==> src/rtl/reg_file_bank.sv <==
// -----------------------------------------------------------------------------
// reg_file_bank
//   Multi-register bank: one write port, two registered read ports, optional
//   zero-gating of R0 on reads (ba_out) and a sequenced soft-clear sweep that
//   zeroes one register per cycle without using the global reset.
//
// Ports
//   clk         in   1       system clock, rising edge
//   clr         in   1       synchronous active-high reset, highest priority
//   wr_en       in   1       write request
//   wr_addr     in   ADDR_W  write address
//   wr_data     in   DATA_W  write data
//   rd_addr_a   in   ADDR_W  read port A address
//   rd_addr_b   in   ADDR_W  read port B address
//   ba_out      in   1       when high (and ZERO_REG_EN), reads of R0 return 0
//   sweep_req   in   1       start a soft-clear sweep (honoured in IDLE only)
//   rd_data_a   out  DATA_W  read port A data, one cycle latency
//   rd_data_b   out  DATA_W  read port B data, one cycle latency
//   busy        out  1       high while a sweep is in progress
//   sweep_done  out  1       high during the final sweep cycle
// -----------------------------------------------------------------------------
module reg_file_bank #(
  parameter int DATA_W      = 32,
  parameter int NUM_REGS    = 16,
  parameter int ADDR_W      = 4,
  parameter int ZERO_REG_EN = 1
) (
  input  logic              clk,
  input  logic              clr,
  input  logic              wr_en,
  input  logic [ADDR_W-1:0] wr_addr,
  input  logic [DATA_W-1:0] wr_data,
  input  logic [ADDR_W-1:0] rd_addr_a,
  input  logic [ADDR_W-1:0] rd_addr_b,
  input  logic              ba_out,
  input  logic              sweep_req,
  output logic [DATA_W-1:0] rd_data_a,
  output logic [DATA_W-1:0] rd_data_b,
  output logic              busy,
  output logic              sweep_done
);

  localparam logic [0:0] ST_IDLE  = 1'b0;
  localparam logic [0:0] ST_SWEEP = 1'b1;

  localparam logic [ADDR_W-1:0] LAST_PTR = ADDR_W'(NUM_REGS - 1);

  logic [0:0]        state_q, state_d;
  logic [ADDR_W-1:0] ptr_q, ptr_d;
  logic [DATA_W-1:0] regs_q [NUM_REGS];
  logic [DATA_W-1:0] rd_a_q, rd_b_q;

  logic              sweeping;
  logic              last_step;
  logic              wr_accept;

  logic [ADDR_W-1:0] rd_addr [2];
  logic [DATA_W-1:0] rd_d    [2];

  assign sweeping  = (state_q == ST_SWEEP);
  assign last_step = sweeping && (ptr_q == LAST_PTR);

  // Writes are dropped while sweeping so the sweep leaves a fully zeroed bank.
  assign wr_accept = wr_en && !sweeping && (32'(wr_addr) < NUM_REGS);

  // ---------------------------------------------------------------------------
  // Sweep sequencer
  // ---------------------------------------------------------------------------
  always_comb begin
    state_d = state_q;
    ptr_d   = ptr_q;
    case (state_q)
      ST_IDLE: begin
        if (sweep_req) begin
          state_d = ST_SWEEP;
          ptr_d   = '0;
        end
      end
      ST_SWEEP: begin
        // Pointer stops at the last register and returns to 0 for the next sweep.
        if (ptr_q == LAST_PTR) begin
          state_d = ST_IDLE;
          ptr_d   = '0;
        end else begin
          ptr_d = ptr_q + 1'b1;
        end
      end
      default: begin
        state_d = ST_IDLE;
        ptr_d   = '0;
      end
    endcase
  end

  // ---------------------------------------------------------------------------
  // Read port next-value selection (priority order matters: R0 gating first,
  // then out-of-range, then the register being cleared, then write bypass).
  // ---------------------------------------------------------------------------
  assign rd_addr[0] = rd_addr_a;
  assign rd_addr[1] = rd_addr_b;

  generate
    for (genvar gi = 0; gi < 2; gi++) begin : gen_rd_port
      logic [DATA_W-1:0] value;

      always_comb begin
        value = '0;
        if ((ZERO_REG_EN != 0) && ba_out && (rd_addr[gi] == '0)) begin
          value = '0;
        end else if (!(32'(rd_addr[gi]) < NUM_REGS)) begin
          value = '0;
        end else if (sweeping && (rd_addr[gi] == ptr_q)) begin
          value = '0;
        end else if (wr_accept && (wr_addr == rd_addr[gi])) begin
          value = wr_data;
        end else begin
          value = regs_q[rd_addr[gi]];
        end
      end

      assign rd_d[gi] = value;
    end
  endgenerate

  // ---------------------------------------------------------------------------
  // State, storage and read registers
  // ---------------------------------------------------------------------------
  always_ff @(posedge clk) begin
    if (clr) begin
      state_q <= ST_IDLE;
      ptr_q   <= '0;
      rd_a_q  <= '0;
      rd_b_q  <= '0;
      for (int i = 0; i < NUM_REGS; i++) begin
        regs_q[i] <= '0;
      end
    end else begin
      state_q <= state_d;
      ptr_q   <= ptr_d;
      rd_a_q  <= rd_d[0];
      rd_b_q  <= rd_d[1];
      for (int i = 0; i < NUM_REGS; i++) begin
        if (sweeping && (ptr_q == ADDR_W'(i))) begin
          regs_q[i] <= '0;
        end else if (wr_accept && (wr_addr == ADDR_W'(i))) begin
          regs_q[i] <= wr_data;
        end
      end
    end
  end

  assign rd_data_a  = rd_a_q;
  assign rd_data_b  = rd_b_q;
  assign busy       = sweeping;
  assign sweep_done = last_step;

endmodule
==> config.mk <==
export PLATFORM = sky130hd
export DESIGN_NAME = reg_file_bank
export DESIGN_NICKNAME = d
export VERILOG_FILES = /design/src/rtl/reg_file_bank.sv
export SDC_FILE = /design/constraint.sdc
export NUM_CORES = 1
export LEC_CHECK = 0
export BUFFER_PORTS_ARGS = -buffer_cell sky130_fd_sc_hd__buf_2
export CORE_UTILIZATION = 35
export CTS_BUF_LIST = sky130_fd_sc_hd__clkbuf_4
export CTS_CLUSTER_SIZE = 20
export DETAILED_ROUTE_END_ITERATION = 7
export PLACE_DENSITY = 0.61
export SLEW_MARGIN = 20
export SYNTH_ARGS = -nofsm -noshare
export SYNTH_HDL_FRONTEND = slang
export SYNTH_SLANG_ARGS = --single-unit
export TNS_END_PERCENT = 5
==> constraint.sdc <==
create_clock -name clk -period 5.1 [get_ports clk]
set_input_delay 0.255 -clock clk [delete_from_list [all_inputs] [get_ports clk]]
set_output_delay 0.255 -clock clk [all_outputs]
set_load 0.02 [all_outputs]
* Word level (Yosys, flattened, before mapping)
Memory sizes are Yosys's and may differ from the RTL's.
Cells that the tools add are included.
** Storage, ports and cells
- Flip-flop bits (word level) :: 69
- Latch bits :: 0
- Memory bits (writable) :: 512
- Bits in read-only memories :: 0
- Input port bits :: 49
- Memories kept :: 1
** Operators by class
- Add/sub/neg operators :: 1
- Multipliers :: 0
- Divide/modulo/power cells :: 0
- Order comparisons :: 0
- Equality and inequality tests :: 35
- Shift-type cells :: 0
- Muxes and demuxes :: 154
- Bitwise operators :: 33
- Reduce and logical (&&, ||, !) cells :: 46
** Memory list
- regs_q :: depth 16, width 32, read ports 2, clocked after memory_dff 0, write ports 16, RTL line 50 : logic [DATA_W-1:0] regs_q [NUM_REGS];
** Operators with widths (count)
- $mux 32 :: 34
- $mux 1 :: 116
- $eq 4x4->1 const B :: 16
- $logic_and 1x1->1 :: 39
- $eq 4x3->1 const B :: 8
- $or 1x1->1 :: 32
- $eq 4x2->1 const B :: 4
- $eq 4x4->1 :: 4
- $logic_not 4->1 :: 4
- $eq 4x1->1 const B :: 2
- $mux 4 :: 2
- $pmux 4 s2 :: 1
- $reduce_or 3->1 :: 2
- $add 4x1->4 const B :: 1
- $ne 2x2->1 const B :: 1
- $pmux 1 s2 :: 1
- $logic_not 1->1 :: 1
- $not 1->1 :: 1

* Logic depth before layout (Yosys ltp)
- Depth in word-level cells :: 8
- Mapped depth :: 9
- Depth with buffers taken out :: 5

* Worst setup path before layout
No wires, ideal clock.
- Path type :: reg2reg
- From :: register state_q (netlist: busy)
- To :: memory regs_q[12][0], enable pin
- Setup time :: 466 ps
- Arrival :: 3464 ps
- Required time :: 4634 ps
- Path slack :: 1171 ps
- Stages on the path, launching flop included :: 4
- Buffers on the path :: 0
- Cell sequence :: dfxtp_1 nor2b_2 or3b_2 o21ai_0
** RTL lines
- start: declaration :: RTL line 48 : logic [0:0] state_q, state_d;
- start signal: assignment :: RTL line 138 : state_q <= state_d;
- end: declaration :: RTL line 50

==> impl_metrics.csv <==
group,metric,value,unit
outcome,status,"complete, no violations",
worst_setup_path,path_buf_inv,0,
synthesis,synth_edf_count,512,
power_and_ir_drop,power.leakage,0.01244,uW
timing,min_period,3.724,ns
timing,final.setup.tns,0,ns
synthesis,yosys.area.top_type,"edfxtp_1",
floorplan,pin_count,115,
worst_setup_path,crit_slowest_cell,"a311o_2",
global_route,grt_use_total,20.04,%
power_and_ir_drop,power_frac_comb,11.2,%
timing,finalHoldViolations,0,
placement,placed_area,0.03143,mm^2
floorplan,initial_core_util,35.49,%
timing,finalCritPeriodShare,73.01,%
placement,dp.cells,3060,
cts,numCtsBuffers,156,
worst_setup_path,r2r_setup_slack,1.38,ns
synthesis,synth.avg_cell_area,15.05,um^2
global_route,grt_overflow,0,
synthesis,seq_area_frac_synth,56.25,%
power_and_ir_drop,ir_drop,0.1585,mV
synthesis,yosys.area.top_type_share,51.61,%
placement,routabilityCongestion,0.8239,
worst_setup_path,crit_path_start,"busy$_SDFF_PP0_",
cts,cts_sinks,581,
timing,fmax,268.5,MHz
worst_hold_path,hold_end,"rd_data_b[7]$_SDFF_PP0_",
timing,slew_headroom,22.04,%
worst_setup_path,path_max_fanout,33,
cts,clockBufferDepth,3,
cts,cts_resized,0,
timing,worstMarginPinSlew,1.167,ns
routing,viasPerCell,5.436,
worst_setup_path,reg2reg_to,"regs_q[6][5]$_SDFFCE_PN0P_",
worst_setup_path,path_class,"register to register",
routing,ant_nets,0,
floorplan,dieArea,0.08629,mm^2
synthesis,synth-seq-cells,581,
global_route,grt_pass1_wl,126500,um
synthesis,yosysUniqueCellTypes,39,
run,maxCapViolCount,0,
synthesis,postSynthCellCount,1979,
power_and_ir_drop,p_switching,2892,uW
global_route,grt_max_degree,87,
routing,drc,0,
worst_setup_path,end_kind,"register",
synthesis,async_reset_ff_share,0,%
synthesis,syn_area,0.02979,mm^2
synthesis,synthTopCellsByCount,"and2_1 (516), edfxtp_1 (512), mux4_2 (256)",
finish,postLayoutCellArea,0.03396,mm^2
cts,clk_pin_slew,0.07,ns
cts,clock_latency,1.05,ns
placement,hpwl,51710,um
synthesis,yosysWarnings,0,
timing,slew_violations,0,
routing,wl_per_cell,25.16,um
finish,drive_above_1_share,31.71,%
floorplan,rows,106,
power_and_ir_drop,intPower,8127,uW
power_and_ir_drop,switching_share,26.25,%
timing,rsz0062_at_grt,"false",
cts,cts_tree,"done",
worst_hold_path,whs_path_depth,4,
power_and_ir_drop,power.density,324.5,mW/mm^2
synthesis,synth.area.top_cells,"edfxtp_1 (52%), mux4_2 (19%), and2_1 (11%), dfxtp_1 (4.6%), mux2i_1 (2.2%)",
synthesis,yosysMostFrequentCell,"and2_1",
placement,portBuffers,114,
worst_setup_path,r2r_start,"busy$_SDFF_PP0_",
cts,cts_root_buf,"clkbuf_4",
power_and_ir_drop,total_power,11020,uW
floorplan,chipWidth,293.8,um
floorplan,core_area,0.08395,mm^2
finish,nNetsFinal,2184,
finish,area_growth,13.99,%
routing,wirelength,85380,um
timing,setup_viol,0,
timing,fin_worst_skew,0.07188,ns
worst_setup_path,reg2reg_depth,4,
worst_setup_path,cp.required,5.69,ns
worst_hold_path,hp-class,"input port to register",
power_and_ir_drop,p_seq_share,50.2,%
global_route,grt_pass1_vias,19300,
worst_setup_path,cp_top_family,"simple AND/OR/NAND/NOR gates",
power_and_ir_drop,pwr-share-clk,38.6,%
synthesis,synthFlopType,"edfxtp_1",
routing,drt_iter0_drc,1576,
worst_setup_path,critPathLaunchType,"register",
routing,num_vias,18440,
floorplan,die_h,293.8,um
worst_setup_path,cpPeakStageDelay,0.95,ns
worst_setup_path,critPathArrivalTime,4.31,ns
worst_hold_path,hold_start,"rd_addr_b[0]",
finish,fin_cells,3393,
cts,cts.htree.levels,4,
synthesis,syn-num-nets,2032,
routing,drtPass1Iterations,7,
worst_setup_path,crit_chain,"nor2b_2 > nand3b_1 > nor2_4 > a311o_2",
global_route,antenna_found_initial,4,
[sequential cells by signal, summed over array words and instances (netlist names)]
signal / cells
rd_data_a: 32
rd_data_b: 32
ptr_q: 4
regs_q: 512
busy: 1
[routing by layer]
metal,vias up,global-route usage (%),wire (um)
li1,7957,-,-
met1,9637,25.79,35420
met2,729,33.22,42040
met3,120,4.917,6206
met4,0,6.352,1710
met5,-,0,0
[power groups by stage]
stage | logic, uW | clock network, uW | registers [uW]
after global placement | 1200 | 0 | 5620
after floorplan | 768 | 0 | 5640
final | 1240 | 4250 | 5530
after detailed placement | 1210 | 0 | 5630
after global routing | 1320 | 4590 | 5550
after CTS | 1250 | 4350 | 5530
[worst reg2reg max path: cells and delay by family (launching register included)]
kind	cells	cell delay (ns)
AND/OR/NAND/NOR	3	1.81
AO/OA/AOI/OAI	1	0.95
flip-flops	1	0.55
[how the worst max path moves through the flow]
| stage | end | slack [ns] | cells after the start |
|---|---|---|---|
| 2_1_floorplan | regs_q[12][0]$_SDFFCE_PP0P_ | 1.17 | 3 |
| 3_3_place_gp | regs_q[6][17]$_SDFFCE_PN0P_ | 1.57 | 4 |
| 3_5_place_dp | regs_q[2][17]$_SDFFCE_PN0P_ | 1.45 | 4 |
| 4_1_cts | regs_q[6][5]$_SDFFCE_PN0P_ | 1.41 | 4 |
| 5_1_grt | regs_q[6][5]$_SDFFCE_PN0P_ | 1.20 | 4 |
| 6_report | regs_q[6][5]$_SDFFCE_PN0P_ | 1.38 | 4 |
[area by class of cell]
class                   instances  area, um^2
diodes                          4       10.01
clock buffers                 222        1667
clock inverters                60       369.1
fillers                      7651       49990
inverters                       3       11.26
multi-input cells            1200       12350
flip-flops and latches        581       16760
well taps                    1134        1419
repair buffers                189        1380
[what timing repair did]
action / in CTS / in global routing
hold buffers: 46 / 0
endpoints found under the setup margin: 0 / 0
endpoints found under the hold margin: 590 / 0
buffers inserted: 0 / 0
[per-stage QoR]
stage          hold WS [ns]  util [%]  setup slack (ns)
6_report             0.1387     40.45             1.376
5_1_grt             0.06986     40.45             1.200
4_1_cts             0.02381     40.41             1.407
3_5_place_dp         0.6386     37.43             1.446
3_3_place_gp         0.6206     37.38             1.573
2_1_floorplan        0.3805         -             1.171
[cells by family after synthesis]
| family | count (synthesis) | share of synthesized area (%) |
|---|---|---|
| AOI/OAI and AO/OA | 192 | 4.494 |
| xor gates and xnor gates | 16 | 0.4704 |
| adders and majority gates | 4 | 0.1680 |
| buffers and inverters | 198 | 3.062 |
| DFF | 581 | 56.25 |
| muxes | 352 | 22.71 |
| and+or+nand+nor | 636 | 12.85 |
[layout by cell type, fill, tap and decap left out, drive strengths merged, types with 5 or more instances in the layout]
master       count
nand3            5
xnor2           10
nand2           35
a22o            65
a311o            8
mux2i           65
xor2             6
edfxtp         512
nor2            26
and2           516
clkinv          48
buf            142
inv              7
a211oi          34
mux2            31
o21ai           40
nor2b           38
clkinvlp         5
a21oi           40
dfxtp           69
clkbuf         223
dlygate4sd3     46
mux4           256
Note: power is estimated with default switching activity, not from simulation.
